==> src/rtl/datapath_seq_if.sv <==
// Micro-op handshake and result bus between the control FSM and datapath_seq.
// The master drives micro-ops and live memory/PC values. The slave is the datapath.
interface datapath_seq_if #(
  parameter int W    = 16,
  parameter int NREG = 8,
  parameter int PCW  = 9
);
  localparam int RA = $clog2(NREG);

  logic          op_valid;
  logic          op_ready;
  logic [RA-1:0] op_rn;
  logic [RA-1:0] op_rm;
  logic [RA-1:0] op_rd;
  logic [1:0]    op_shift;
  logic          op_asel;
  logic          op_bsel;
  logic [1:0]    op_alu;
  logic [1:0]    op_vsel;
  logic          op_wb;
  logic          op_setflags;
  logic [W-1:0]  sximm8;
  logic [W-1:0]  sximm5;
  logic [W-1:0]  mdata;
  logic [PCW-1:0] pc;
  logic          done;
  logic [W-1:0]  datapath_out;
  logic [2:0]    status_out;

  modport master (
    output op_valid, op_rn, op_rm, op_rd, op_shift, op_asel, op_bsel,
           op_alu, op_vsel, op_wb, op_setflags, sximm8, sximm5, mdata, pc,
    input  op_ready, done, datapath_out, status_out
  );

  modport slave (
    input  op_valid, op_rn, op_rm, op_rd, op_shift, op_asel, op_bsel,
           op_alu, op_vsel, op_wb, op_setflags, sximm8, sximm5, mdata, pc,
    output op_ready, done, datapath_out, status_out
  );
endinterface

==> src/rtl/datapath_seq.sv <==
// Self-sequencing RISC datapath. Each accepted micro-op walks IDLE -> RDA -> RDB -> EXEC -> WB.
// Direct-source ops jump from IDLE straight to WB.
module datapath_seq #(
  parameter int W    = 16,
  parameter int NREG = 8,
  parameter int PCW  = 9
) (
  input  logic           clk,
  input  logic           reset,
  datapath_seq_if.slave  bus
);
  localparam int RA = $clog2(NREG);

  typedef enum logic [2:0] {S_IDLE, S_RDA, S_RDB, S_EXEC, S_WB} state_t;

  typedef struct packed {
    logic [RA-1:0] rn;
    logic [RA-1:0] rm;
    logic [RA-1:0] rd;
    logic [1:0]    shift;
    logic          asel;
    logic          bsel;
    logic [1:0]    alu;
    logic [1:0]    vsel;
    logic          wb;
    logic          setflags;
  } uop_t;

  state_t       state, state_nxt;
  uop_t         uop_q;
  logic [W-1:0] imm8_q, imm5_q;
  logic [W-1:0] a_q, b_q, c_q;
  logic [2:0]   status_q;
  logic [W-1:0] regs [NREG];

  logic [W-1:0] b_shift, ain, bin, alu_res, wb_data;
  logic         alu_v;

  // ---------------- FSM ----------------
  // NOTE: sequential state uses non-blocking assignments so every flop samples pre-edge values.
  always_ff @(posedge clk) begin
    if (reset) state <= S_IDLE;
    else       state <= state_nxt;
  end

  // NOTE: default assignment first, so no path leaves state_nxt unassigned and no latch is inferred.
  always_comb begin
    state_nxt = state;
    case (state)
      S_IDLE:  if (bus.op_valid) state_nxt = (bus.op_vsel == 2'b00) ? S_RDA : S_WB;
      S_RDA:   state_nxt = S_RDB;
      S_RDB:   state_nxt = S_EXEC;
      S_EXEC:  state_nxt = S_WB;
      S_WB:    state_nxt = S_IDLE;
      default: state_nxt = S_IDLE;
    endcase
  end

  always_comb begin
    bus.op_ready = (state == S_IDLE);
    bus.done     = (state == S_WB);
  end

  // ---------------- Micro-op capture ----------------
  always_ff @(posedge clk) begin
    if (reset) begin
      uop_q  <= '0;
      imm8_q <= '0;
      imm5_q <= '0;
    end else if (state == S_IDLE && bus.op_valid) begin
      uop_q  <= '{rn: bus.op_rn, rm: bus.op_rm, rd: bus.op_rd, shift: bus.op_shift,
                  asel: bus.op_asel, bsel: bus.op_bsel, alu: bus.op_alu,
                  vsel: bus.op_vsel, wb: bus.op_wb, setflags: bus.op_setflags};
      imm8_q <= bus.sximm8;
      imm5_q <= bus.sximm5;
    end
  end

  // ---------------- Shifter and ALU ----------------
  always_comb begin
    case (uop_q.shift)
      2'b01:   b_shift = {b_q[W-2:0], 1'b0};
      2'b10:   b_shift = {1'b0, b_q[W-1:1]};
      2'b11:   b_shift = {b_q[W-1], b_q[W-1:1]};
      default: b_shift = b_q;
    endcase

    ain     = uop_q.asel ? '0 : a_q;
    bin     = uop_q.bsel ? imm5_q : b_shift;
    alu_res = '0;
    alu_v   = 1'b0;

    // Overflow: operands that look alike in sign (after negating B for SUB)
    // produce a result of the opposite sign.
    case (uop_q.alu)
      2'b00: begin
        alu_res = ain + bin;
        alu_v   = (ain[W-1] == bin[W-1]) && (alu_res[W-1] != ain[W-1]);
      end
      2'b01: begin
        alu_res = ain - bin;
        alu_v   = (ain[W-1] != bin[W-1]) && (alu_res[W-1] != ain[W-1]);
      end
      2'b10:   alu_res = ain & bin;
      default: alu_res = ~bin;
    endcase
  end

  // The mdata and pc values are taken live, during the WB cycle itself.
  always_comb begin
    case (uop_q.vsel)
      2'b11:   wb_data = bus.mdata;
      2'b10:   wb_data = imm8_q;
      2'b01:   wb_data = W'(bus.pc);
      default: wb_data = c_q;
    endcase
  end

  // ---------------- Operand, result and status registers ----------------
  always_ff @(posedge clk) begin
    if (reset) begin
      a_q      <= '0;
      b_q      <= '0;
      c_q      <= '0;
      status_q <= '0;
    end else begin
      case (state)
        S_RDA:  a_q <= regs[uop_q.rn];
        S_RDB:  b_q <= regs[uop_q.rm];
        S_EXEC: begin
          c_q <= alu_res;
          if (uop_q.setflags) status_q <= {alu_v, alu_res[W-1], (alu_res == '0)};
        end
        default: ;
      endcase
    end
  end

  // ---------------- Register file ----------------
  // NOTE: the register file is architectural state that must read back as zero after reset,
  // so it is built from resettable flops rather than an inferred RAM.
  always_ff @(posedge clk) begin
    if (reset) begin
      for (int i = 0; i < NREG; i++) regs[i] <= '0;
    end else if (state == S_WB && uop_q.wb) begin
      regs[uop_q.rd] <= wb_data;
    end
  end

  assign bus.datapath_out = c_q;
  assign bus.status_out   = status_q;
endmodule
==> src/flat_wrapper.sv <==
// flat-port wrapper written by rule: the top's interface ports become plain ports
module datapath_seq_flat 
#(
  parameter int W    = 16,
  parameter int NREG = 8,
  parameter int PCW  = 9
)
  (clk, reset, bus_op_valid, bus_op_rn, bus_op_rm, bus_op_rd, bus_op_shift, bus_op_asel, bus_op_bsel, bus_op_alu, bus_op_vsel, bus_op_wb, bus_op_setflags, bus_sximm8, bus_sximm5, bus_mdata, bus_pc, bus_op_ready, bus_done, bus_datapath_out, bus_status_out);
  datapath_seq_if #(.W(W), .NREG(NREG), .PCW(PCW)) bus_i ();
  input  logic clk;
  input  logic reset;
  input wire logic [$bits(bus_i.op_valid)-1:0] bus_op_valid;
  input wire logic [$bits(bus_i.op_rn)-1:0] bus_op_rn;
  input wire logic [$bits(bus_i.op_rm)-1:0] bus_op_rm;
  input wire logic [$bits(bus_i.op_rd)-1:0] bus_op_rd;
  input wire logic [$bits(bus_i.op_shift)-1:0] bus_op_shift;
  input wire logic [$bits(bus_i.op_asel)-1:0] bus_op_asel;
  input wire logic [$bits(bus_i.op_bsel)-1:0] bus_op_bsel;
  input wire logic [$bits(bus_i.op_alu)-1:0] bus_op_alu;
  input wire logic [$bits(bus_i.op_vsel)-1:0] bus_op_vsel;
  input wire logic [$bits(bus_i.op_wb)-1:0] bus_op_wb;
  input wire logic [$bits(bus_i.op_setflags)-1:0] bus_op_setflags;
  input wire logic [$bits(bus_i.sximm8)-1:0] bus_sximm8;
  input wire logic [$bits(bus_i.sximm5)-1:0] bus_sximm5;
  input wire logic [$bits(bus_i.mdata)-1:0] bus_mdata;
  input wire logic [$bits(bus_i.pc)-1:0] bus_pc;
  output wire logic [$bits(bus_i.op_ready)-1:0] bus_op_ready;
  output wire logic [$bits(bus_i.done)-1:0] bus_done;
  output wire logic [$bits(bus_i.datapath_out)-1:0] bus_datapath_out;
  output wire logic [$bits(bus_i.status_out)-1:0] bus_status_out;
  assign bus_i.op_valid = bus_op_valid;
  assign bus_i.op_rn = bus_op_rn;
  assign bus_i.op_rm = bus_op_rm;
  assign bus_i.op_rd = bus_op_rd;
  assign bus_i.op_shift = bus_op_shift;
  assign bus_i.op_asel = bus_op_asel;
  assign bus_i.op_bsel = bus_op_bsel;
  assign bus_i.op_alu = bus_op_alu;
  assign bus_i.op_vsel = bus_op_vsel;
  assign bus_i.op_wb = bus_op_wb;
  assign bus_i.op_setflags = bus_op_setflags;
  assign bus_i.sximm8 = bus_sximm8;
  assign bus_i.sximm5 = bus_sximm5;
  assign bus_i.mdata = bus_mdata;
  assign bus_i.pc = bus_pc;
  assign bus_op_ready = bus_i.op_ready;
  assign bus_done = bus_i.done;
  assign bus_datapath_out = bus_i.datapath_out;
  assign bus_status_out = bus_i.status_out;
  datapath_seq #(.W(W), .NREG(NREG), .PCW(PCW)) u_core (.clk(clk), .reset(reset), .bus(bus_i));
endmodule
==> config.mk <==
export PLATFORM = sky130hd
export DESIGN_NAME = datapath_seq_flat
export DESIGN_NICKNAME = d
export VERILOG_FILES = /design/src/rtl/datapath_seq_if.sv /design/src/rtl/datapath_seq.sv /design/src/flat_wrapper.sv
export SDC_FILE = /design/constraint.sdc
export NUM_CORES = 1
export LEC_CHECK = 0
export BUFFER_PORTS_ARGS = -buffer_cell sky130_fd_sc_hd__buf_2
export CORE_MARGIN = 5
export CORE_UTILIZATION = 40
export DETAILED_ROUTE_END_ITERATION = 8
export SETUP_SLACK_MARGIN = 0.5
export SYNTH_ARGS = -nofsm -noshare
export SYNTH_HDL_FRONTEND = slang
export SYNTH_SLANG_ARGS = --single-unit
export TNS_END_PERCENT = 1
==> constraint.sdc <==
create_clock -name clk -period 5.6 [get_ports clk]
set_input_delay 0.56 -clock clk [delete_from_list [all_inputs] [get_ports clk]]
set_output_delay 0.56 -clock clk [all_outputs]
set_load 0.005 [all_outputs]
Word level (Yosys, flattened, before mapping)

Memory sizes are Yosys's and may differ from the RTL's. A register that Yosys moved wholly into a read port is not among the register bits.
Cells that the tools add are included.

RAM bits: 128
Input bits: 79
Word-level logic and storage cells: 64
Memories kept: 1
Register bits after elaboration: 73

Eq/ne operators: 17
Bitwise gates (word level): 2
$add $sub $neg: 2
Mux-type cells: 17
Reductions and logical operators: 10

Memories:

| memory      | depth | bits a word | rd ports | clocked after memory_dff | write ports | RTL line           | RTL |
|---|---|---|---|---|---|---|---|
| u_core.regs | 8     | 16          | 2        | 2                        | 8           | datapath_seq.sv:34 | `logic [W-1:0] regs [NREG];` |

Operator list:

| operator             | number |
|---|---|
| $pmux W16 S3         | 3 |
| $mux W16             | 3 |
| $add A16 B16 Y16     | 1 |
| $and A16 B16 Y16     | 1 |
| $logic_not A16 Y1    | 1 |
| $not A16 Y16         | 1 |
| $reduce_or A16 Y1    | 1 |
| $sub A16 B16 Y16     | 1 |
| $pmux W3 S4          | 1 |
| $eq A2 B2 Y1 const B | 5 |
| $mux W3              | 3 |
| $eq A2 B1 Y1 const B | 3 |
| $eq A3 B2 Y1 const B | 2 |
| $mux W1              | 6 |
| $logic_and A1 B1 Y1  | 4 |
| $logic_not A2 Y1     | 2 |
| $eq A3 B1 Y1 const B | 1 |
| $eq A3 B3 Y1 const B | 1 |
| $logic_not A3 Y1     | 1 |
| $ne A1 B1 Y1         | 3 |
| $ne A2 B2 Y1 const B | 1 |
| $pmux W1 S2          | 1 |
| $reduce_and A2 Y1    | 1 |
| $eq A1 B1 Y1         | 1 |

Logic depth before layout (Yosys ltp)

Gate-level depths: netlist of run 1.

Word-level depth: 7
Mapped depth: 17
Gate-level depth less buffers: 15

Worst setup path before layout of run 1

Ideal clock, no wire load.

Path type: flip-flop to flip-flop
Start point: register u_core.uop_q[9] (netlist name)
End point: register u_core.status_q[0] (netlist: u_core.bus.status_out[0])
Period minus slack after synthesis: 3209 ps
Data required time: 5531 ps
Setup slack: 2391 ps
Cell stages (with the launch flop): 17
Arrival: 3140 ps
Cells stage by stage: dfxtp_1 buf_2 nor2_1 a22oi_1 o21ai_0 ha_1 inv_1 fa_1 nand2b_2 a2111o_1 a21oi_1 nor3_1 a211oi_1 nand3_1 nor4_2 nand4bb_1 o21ai_1

Word-level cells in the longest chain between the ends: 6

Ends and longest elaborated chain:

| element                                        | RTL line            | RTL |
|---|---|---|
| start: declaration                             | datapath_seq.sv:30  | `uop_t uop_q;` |
| start signal: assignment                       | datapath_seq.sv:71  | `uop_q <= '{rn: bus.op_rn, rm: bus.op_rm, rd: bus.op_rd, shift: bus.op_shift,` |
| $eq A2 B2 Y1 or $eq A2 B1 Y1 (tied branches)   | datapath_seq.sv:81  | `case (uop_q.shift)` |
| $pmux W16 S3 (*)                               | datapath_seq.sv:81  |  |
| $mux W16 (*)                                   | datapath_seq.sv:89  | `bin = uop_q.bsel ? imm5_q : b_shift;` |
| $sub A16 B16 Y16, or another cell as far along | datapath_seq.sv:101 | `alu_res = ain - bin;` |
| $pmux W16 S3 (*)                               | datapath_seq.sv:95  | `case (uop_q.alu)` |
| $logic_not A16 Y1 (*)                          | datapath_seq.sv:132 | `if (uop_q.setflags) status_q <= {alu_v, alu_res[W-1], (alu_res == '0)};` |
| end signal: assignment                         | datapath_seq.sv:132 |  |
| end: declaration                               | datapath_seq.sv:33  | `logic [2:0] status_q;` |

Every way passes the cells marked *; elsewhere a longest branch is shown, timed or not.
A chain may end at the register's enable or synchronous reset.

Worst setup path after layout of run 1

Start point: register u_core.uop_q[8] (netlist name)
End point: register u_core.status_q[0] (netlist: u_core.bus.status_out[0])

Same word-level chain as after synthesis.

==> results of run 1 <==
-- report_power, final --
group / switching, uW / internal (uW) / total [uW]
clock network: 718 / 1020 / 1740
registers: 64.3 / 1870 / 1940
logic: 502 / 329 / 831
-- layout make-up --
type | count | area, um2 | area share (%)
well taps | 442 | 553 | 3.72
repair buffers | 121 | 663 | 4.46
multi-input cells | 941 | 6720 | 45.2
flip-flops and latches | 233 | 5950 | 40.0
clock buffers | 34 | 699 | 4.70
clock inverters | 12 | 161 | 1.09
inverters | 35 | 131 | 0.883
-- routing by layer --
| layer | vias up | GRT usage, % |
|---|---|---|
| met4 | 2 | 6.46 |
| met2 | 362 | 34.1 |
| li1 | 4811 | - |
| met1 | 5049 | 30.1 |
| met3 | 78 | 3.51 |
| met5 | - | 0 |
-- how the worst max path moves through the flow --
stage,start,to,depth (start not counted)
2_1_floorplan,u_core.uop_q[9],u_core.bus.status_out[0],16
3_3_place_gp,u_core.uop_q[8],u_core.bus.status_out[0],14
3_5_place_dp,u_core.uop_q[9],u_core.bus.status_out[0],14
4_1_cts,u_core.uop_q[9],u_core.bus.status_out[0],14
5_1_grt,u_core.uop_q[9],u_core.bus.status_out[0],14
6_report,u_core.uop_q[8],u_core.bus.status_out[0],14
-- cells in the mapped netlist, types with 16 or more instances --
master | count | area share, %
a21oi_1 | 91 | 3.5
ha_1 | 32 | 3.0
mux2i_1 | 75 | 5.7
nor3_1 | 17 | 0.64
nand2_1 | 168 | 4.8
edfxtp_1 | 128 | 29
inv_1 | 34 | 0.97
o21ai_0 | 22 | 0.83
dfxtp_1 | 105 | 16
nor2b_1 | 23 | 1.1
nand2b_1 | 16 | 0.76
a211oi_1 | 46 | 2.6
nor2_1 | 228 | 6.5
clkbuf_1 | 68 | 1.9
mux4_2 | 64 | 11
-- critical path: stages, from the launching register on --
cell       delay (ps)
dfxtp_1           920
mux2_2            410
or3_1             300
o21ai_0            80
nor2_1             90
ha_1              410
o21ai_0           320
a21oi_1           170
o41a_2            170
o211ai_1          250
nand4_1           130
mux2_2            310
a211oi_1          350
nand4bb_1         140
o21ai_1           120
-- flip-flops by register name, summed over array words and instances (netlist names) --
| signal | cells |
|---|---|
| u_core.uop_q | 19 |
| u_core.a_q | 16 |
| u_core.state | 3 |
| u_core.b_q | 16 |
| u_core.regs | 128 |
| u_core.bus.datapath_out | 16 |
| u_core.imm8_q | 16 |
| u_core.bus.status_out | 3 |
| u_core.imm5_q | 16 |
-- placed cells by master, fill, tap and decap left out, types with 6 or more instances in the layout --
cell type  instances
a211oi_1          46
a21o_1             6
a21oi_1           91
buf_2             98
buf_4             23
clkbuf_16         25
dfxtp_1          103
edfxtp_1         128
ha_1              32
inv_1             34
mux2_2            14
mux2i_1           75
mux4_2            64
nand2_1          168
nand2b_1          16
nand3_1            6
nor2_1           228
nor2b_1           23
nor3_1            16
o21ai_0           22
o21ai_1           12
or3_1              6
xnor2_1            8
-- kinds of logic after synthesis --
group                    after synthesis  share of synthesized area, %
XOR/XNOR                              10                         0.664
flip-flops                           233                          45.0
AND/OR/NAND/NOR                      509                          16.9
buffers and inverters                128                          4.20
multiplexers                         153                          17.8
adder cells (fa/ha/maj)               34                          3.34
AO/OA/AOI/OAI                        235                          12.0
-- stage by stage --
step                cells  instance area [um2]  worst slack, ps  total power, uW  hold WS [ps]
global placement     1772                14000             1420             2790           442
finish               1818                14900             1370             4510           243
floorplan            1302                13200             2390             2550           431
global route         1818                14900             1000             4690           243
CTS                  1818                14900             1420             4530           231
detailed placement   1772                14000             1440             2800           447
==> results.json, run 1 <==
{
  "clockBufferDepth": 3,
  "start_util_pct": 40.6,
  "critPathKind": "flop to flop",
  "synth_nets": 1415,
  "final-hold-violation-count": 0,
  "worst_slew_pin_slew_ps": 1140,
  "cap_violations": 0,
  "postCtsHoldBufs": 0,
  "avgSynthCellArea_um2": 10.1,
  "cp_max_fo": 19,
  "status": "finished, final reports clean",
  "wl_met1_um": 17400,
  "timing.rr.end": "u_core.bus.status_out[0]",
  "root_buffer": "clkbuf_16",
  "arrival_ps": 4710,
  "ys_ff_latch": 233,
  "viasPerCell": 5.67,
  "setup_violations": 0,
  "core_mm2": 0.0325,
  "post-dp-hpwl_um": 27500,
  "wire_per_inst_um": 21.8,
  "grt_pass1_vias": 9954,
  "grt_start_max_net_pins": 52,
  "clock.fmax_mhz": 236,
  "slew-limit-headroom_pct": 24.3,
  "fin_nets": 1470,
  "vias": 10302,
  "cts_htree_levels": 1,
  "crit_required_ps": 6080,
  "rows": 66,
  "gr-total-overflow": 0,
  "drc": 0,
  "power_density_mw_per_mm2": 303,
  "min_from": "bus_op_rd[2]",
  "endpoint_kind": "flop",
  "hold_depth": 3,
  "die_w_um": 192,
  "antenna_found_initial": 1,
  "antenna_cells": 0,
  "cts_setup_buffers": 0,
  "cts_resized": 0,
  "synthCells": 1302,
  "ios": 100,
  "fin_skew_ps": 13.3,
  "seq_area_frac_synth_pct": 45.0,
  "utilization_pct": 45.7,
  "period_needed_ps": 4230,
  "area_delta_synth_final_pct": 12.7,
  "grtUsageTotal_pct": 21.4,
  "cts_buffers": 25,
  "reg2reg_from": "u_core.uop_q[8]",
  "period_share_pct": 75.6,
  "ant_nets": 0,
  "clk_pin_slew_ps": 60,
  "drt_iter0_markers": 857,
  "gp_congestion": 0.950,
  "dieHeight_um": 192,
  "regToRegSetupSlack_ps": 1370,
  "met3_length_um": 2630,
  "routed.top_layer": "met5",
  "synth_edf_count": 128,
  "synth.distinct_cells": 82,
  "ys.flop_type": "edfxtp_1",
  "drive_above_1_share_pct": 19.7,
  "peakVddDrop_v": 0.000338,
  "clock-sinks": 233,
  "tns_ps": 0,
  "cts_tree": "yes",
  "rsz0062_at_grt": "false",
  "wl_um": 39700,
  "synthArstFlopShare_pct": 0,
  "r2r_cells": 14,
  "io_buffers": 99,
  "dr.pass1.iters": 5,
  "startpoint_type": "flop",
  "die-area_mm2": 0.0367,
  "drv_slew": 0,
  "clk_latency_ps": 550,
  "holdPathEnd": "u_core.uop_q[12]",
  "grt_pass1_wl_um": 60400,
  "wl_met2_um": 18400,
  "fillers": 3153,
  "leakage_uw": 0.00538,
  "hp-class": "input pin to flop",
  "syn_area_mm2": 0.0132,
  "yosys_warnings": 0
}
Power figures use the tool's default switching activity.
==> inputs of run 2 (changes only) <==
Clock period 5.6 ns to 3.8 ns, I/O delays scaled along.
==> run 2 against run 1 <==
Against the previous run: global-route usage up 0.33 points; combinational power is 58% higher; routed wire length rose by 1.8%; sequential cell count stayed put; first-iteration DRC count rose by 4.4%; die area unchanged; total power rose by 47%; utilization is 1.6 points higher; via count up 0.67%; hold slack got worse by 180 ps; clock power rose by 41%; critical path depth grew 1; critical path type unchanged; largest power group unchanged.
==> results.json, run 2 (synthesized netlist as in run 1, its figures left out) <==
{
  "grtUsageTotal_pct": 21.7,
  "fin_cells": 1862,
  "grt_start_max_net_pins": 60,
  "grt_pass1_wl_um": 60600,
  "tns_ps": 0,
  "final_area_mm2": 0.0154,
  "fin_skew_ps": 11.9,
  "gp_congestion": 0.939,
  "area_delta_synth_final_pct": 16.6,
  "leakage_uw": 0.00558,
  "utilization_pct": 47.3,
  "drv_slew": 0,
  "wl_um": 40400,
  "dieHeight_um": 192,
  "placed_area_mm2": 0.0143,
  "clock-sinks": 233,
  "holdPathEnd": "u_core.uop_q[6]",
  "drc": 0,
  "core_mm2": 0.0325,
  "clk_latency_ps": 550,
  "max_flop_register": "u_core.regs",
  "period_needed_ps": 3410,
  "die-area_mm2": 0.0367,
  "antenna_cells": 0,
  "drt_iter0_markers": 895,
  "post-dp-hpwl_um": 28900,
  "period_share_pct": 89.6,
  "final_cell_mix": "nor2_1, nand2_1, edfxtp_1, dfxtp_1, buf_2",
  "status": "finished, final reports clean",
  "slew-limit-headroom_pct": 23.3,
  "final-hold-violation-count": 0,
  "regToRegSetupSlack_ps": 390,
  "timing.rr.end": "u_core.bus.status_out[0]",
  "io_buffers": 99,
  "clk_pin_slew_ps": 60,
  "start_util_pct": 40.6,
  "arrival_ps": 3850,
  "antenna_found_initial": 0,
  "min_from": "bus_op_bsel",
  "ios": 100,
  "power_density_mw_per_mm2": 431,
  "crit_required_ps": 4240,
  "reg2reg_from": "u_core.uop_q[6]",
  "root_buffer": "clkbuf_16",
  "fin_nets": 1513,
  "cts_buffers": 26,
  "startpoint_type": "flop",
  "dpl.cell_count": 1809,
  "endpoint_kind": "flop",
  "wire_per_inst_um": 21.7,
  "dr.pass1.iters": 5,
  "viasPerCell": 5.57,
  "cts_tree": "yes",
  "clock.fmax_mhz": 294,
  "vias": 10371,
  "grt_pass1_vias": 10156,
  "cts_htree_levels": 1,
  "reg_top3": "u_core.regs x128, u_core.uop_q x19",
  "rsz0062_at_grt": "true",
  "largest_register_ffs": 128,
  "fillers": 3128,
  "cap_violations": 0,
  "worst_slew_pin_slew_ps": 1150,
  "cp_max_fo": 9,
  "hp-class": "input pin to flop",
  "hold_depth": 3,
  "power_uw": 6640,
  "setup_violations": 0,
  "crit_start": "u_core.uop_q[6]",
  "drive_above_1_share_pct": 24.9,
  "die_w_um": 192,
  "ant_nets": 0,
  "critPathKind": "flop to flop",
  "gr-total-overflow": 0,
  "r2r_cells": 15,
  "peakVddDrop_v": 0.000513,
  "clockBufferDepth": 3,
  "final_common_cell": "nor2_1",
  "rows": 66
}
==> run 2: changes by cell type in the layout (fill, tap and decap cells not counted), sizes merged <==
cell and change:
bufinv -2, clkinv +6, clkinvlp +2, buf +42
clkbuf -4
==> run 2: stage by stage <==
stage | setup WS [ps] | hold WS, ps
floorplan | 591 | 431
detailed placement | 119 | 447
CTS | 486 | 44.8
global route | 257 | 64.1
global placement | 138 | 440
finish | 395 | 61.2
==> run 2: metal layers <==
layer | GRT usage [%] | routed length, um
met5 | 0 | 0
met2 | 36.6 | 19500
met4 | 6.60 | 1330
met1 | 29.0 | 17300
met3 | 3.25 | 2310
==> run 2: report_power, final <==
group	switching [uW]	total [uW]	internal [uW]	leakage [uW]
Sequential	111	2870	2760	0.00218
Combinational	753	1310	560	0.00299
Clock	1080	2450	1380	0.000404
==> run 2: worst max path at each step <==
| stage | endpoint | slack [ps] | depth (start not counted) |
|---|---|---|---|
| after global placement | u_core.bus.status_out[0] | 140 | 15 |
| final | u_core.bus.status_out[0] | 390 | 15 |
| after global routing | u_core.bus.status_out[0] | 260 | 16 |
| after CTS | u_core.bus.status_out[0] | 490 | 17 |
| after floorplan | u_core.bus.status_out[0] | 590 | 16 |
| after detailed placement | u_core.bus.status_out[0] | 120 | 16 |
==> run 2: layout make-up <==
| type | instances | area, um2 | share of cell area [%] |
|---|---|---|---|
| clock buffers | 30 | 686 | 4.45 |
| clock inverters | 18 | 153 | 0.992 |
| inverters | 35 | 135 | 0.878 |
| multi-input cells | 941 | 6920 | 45.0 |
| flip-flops and latches | 233 | 5960 | 38.7 |
| well taps | 442 | 553 | 3.59 |
| repair buffers | 163 | 982 | 6.38 |
==> run 2: repair_timing <==
item,in CTS,in global routing
setup endpoints to repair,13,12
pin swaps,11,5
hold buffers,0,0
gates resized for setup,49,6
setup buffers,3,2
cloned,0,0
==> run 2: critical path: stages (launching register included) <==
cell and delay (ps):
dfxtp_4 370, buf_4 170, buf_4 160, nor3b_1 370, a221oi_4 100, ha_1 340, buf_4 190, nand4_1 120
a21oi_1 210, nor2_1 130, nor3_2 280, a31oi_2 160, mux2i_2 200, nor4b_2 270, nand4bb_1 150, o21ai_1 60
==> inputs of run 3 (changes only) <==
Settings changed: CTS_BUF_LIST set to sky130_fd_sc_hd__clkbuf_4 sky130_fd_sc_hd__clkbuf_8.
==> run 3 against run 2 <==
Against the previous run: design area decreased by 0.28%; critical path depth unchanged; non-clock buffer count increased by 1; routed wire length increased by 0.41%; critical endpoint unchanged; combinational power about the same; global-route usage increased by 0.20 points; utilization decreased by 0.13 points; highest routed layer unchanged; fmax about the same; hold slack got worse by 7.8 ps; clock skew increased by 20 ps.
==> results.json, run 3 (synthesized netlist as in run 1, its figures left out) <==
{
  "clockBufferDepth": 3,
  "ant_nets": 0,
  "drt_iter0_markers": 1037,
  "final_cell_mix": "nor2_1, nand2_1, edfxtp_1, dfxtp_1, buf_2",
  "antenna_found_initial": 0,
  "period_share_pct": 89.5,
  "cts_tree": "yes",
  "drc": 0,
  "grtUsageTotal_pct": 21.9,
  "placed_area_mm2": 0.0143,
  "arrival_ps": 3830,
  "viasPerCell": 5.56,
  "clock-sinks": 233,
  "grt_pass1_vias": 10300,
  "area_delta_synth_final_pct": 16.3,
  "root_buffer": "clkbuf_8",
  "fin_ws_ps": 397,
  "final-hold-violation-count": 0,
  "cts_htree_levels": 2,
  "core_mm2": 0.0325,
  "hp-class": "input pin to flop",
  "cp_max_fo": 9,
  "period_needed_ps": 3400,
  "wl_um": 40600,
  "leakage_uw": 0.00559,
  "fin_nets": 1527,
  "endpoint_kind": "flop",
  "post-dp-hpwl_um": 28900,
  "wire_per_inst_um": 21.5,
  "clk_pin_slew_ps": 70,
  "fin_skew_ps": 31.6,
  "power_density_mw_per_mm2": 423,
  "slew-limit-headroom_pct": 27.5,
  "max_flop_register": "u_core.regs",
  "clock.fmax_mhz": 294,
  "final_area_mm2": 0.0153,
  "rsz0062_at_grt": "true",
  "largest_register_ffs": 128,
  "gp_congestion": 0.939,
  "die_w_um": 192,
  "worst_slew_pin_slew_ps": 1090,
  "reg_top3": "u_core.regs x128, u_core.uop_q x19",
  "cts_buffers": 39,
  "rows": 66,
  "regToRegSetupSlack_ps": 400,
  "grt_pass1_wl_um": 61000,
  "ios": 100,
  "startpoint_type": "flop",
  "vias": 10481,
  "drv_slew": 0,
  "antenna_cells": 0,
  "clk_latency_ps": 560,
  "start_util_pct": 40.6,
  "grt_start_max_net_pins": 60,
  "die-area_mm2": 0.0367,
  "dieHeight_um": 192,
  "final_common_cell": "nor2_1",
  "crit_required_ps": 4220,
  "io_buffers": 99,
  "status": "finished, final reports clean",
  "dr.pass1.iters": 7,
  "gr-total-overflow": 0,
  "peakVddDrop_v": 0.000274,
  "tns_ps": 0,
  "setup_violations": 0,
  "dp_slack_ps": 119,
  "power_uw": 6490,
  "critPathKind": "flop to flop",
  "fillers": 3151,
  "postCtsHoldBufs": 0,
  "drive_above_1_share_pct": 26.1,
  "cap_violations": 0
}
[run 3: worst max-delay path, cell delays in order, from the launching register on]
cell and delay, ps:
dfxtp_4 370, buf_4 170, buf_4 160, nor3b_1 370, a221oi_4 100, ha_1 340
buf_4 190, nand4_1 130, a21oi_1 200, nor2_1 120, nor3_2 280, a31oi_2 160
mux2i_2 200, nor4b_2 270, nand4bb_1 150, o21ai_1 60
[run 3: power breakdown]
part	switching, uW	internal (uW)	leakage (uW)	total [uW]
Sequential	110	2760	0.00218	2870
Clock	1040	1270	0.000417	2310
Combinational	751	558	0.00299	1310
Total	1900	4590	0.00559	6490
[run 3: worst paths after layout]
path | cells after the start | endpoint | startpoint
hold / removal | 3 | u_core.uop_q[16] | bus_op_rn[0]
setup / recovery | 15 | u_core.bus.status_out[0] | u_core.uop_q[6]
setup reg to reg | 15 | u_core.bus.status_out[0] | u_core.uop_q[6]
hold reg to reg | 2 | u_core.imm8_q[10] | u_core.imm8_q[10]
[run 3: area by class of cell]
class | instances | area, um2 | area share [%]
clock buffers | 59 | 712 | 4.64
clock inverters | 10 | 86.3 | 0.562
inverters | 35 | 135 | 0.880
multi-input cells | 941 | 6920 | 45.1
flip-flops and latches | 233 | 5960 | 38.8
well taps | 442 | 553 | 3.60
repair buffers | 164 | 990 | 6.45
[run 3: metal layers]
metal / part of all wire, % / global-route usage (%) / up-vias / wire, um
li1: - / - / 4926 / -
met1: 42 / 29.2 / 5089 / 17200
met2: 48 / 36.4 / 379 / 19300
met3: 6.6 / 3.74 / 87 / 2660
met4: 3.4 / 7.29 / 0 / 1380
met5: 0 / 0 / - / 0
[run 3: what timing repair did]
| action | in CTS | in global routing |
|---|---|---|
| gates cloned | 0 | 0 |
| setup endpoints to repair | 14 | 12 |
| setup buffers | 4 | 2 |
| gates resized for setup | 50 | 3 |
| pin swaps | 12 | 5 |
[run 3: per-stage QoR]
step           std cells  hold slack (ps)  utilization [%]
2_1_floorplan       1302              431                -
3_3_place_gp        1809              440             43.9
3_5_place_dp        1809              447             43.9
4_1_cts             1882             31.9             47.1
5_1_grt             1884             53.7             47.2
6_report            1884             53.4             47.2
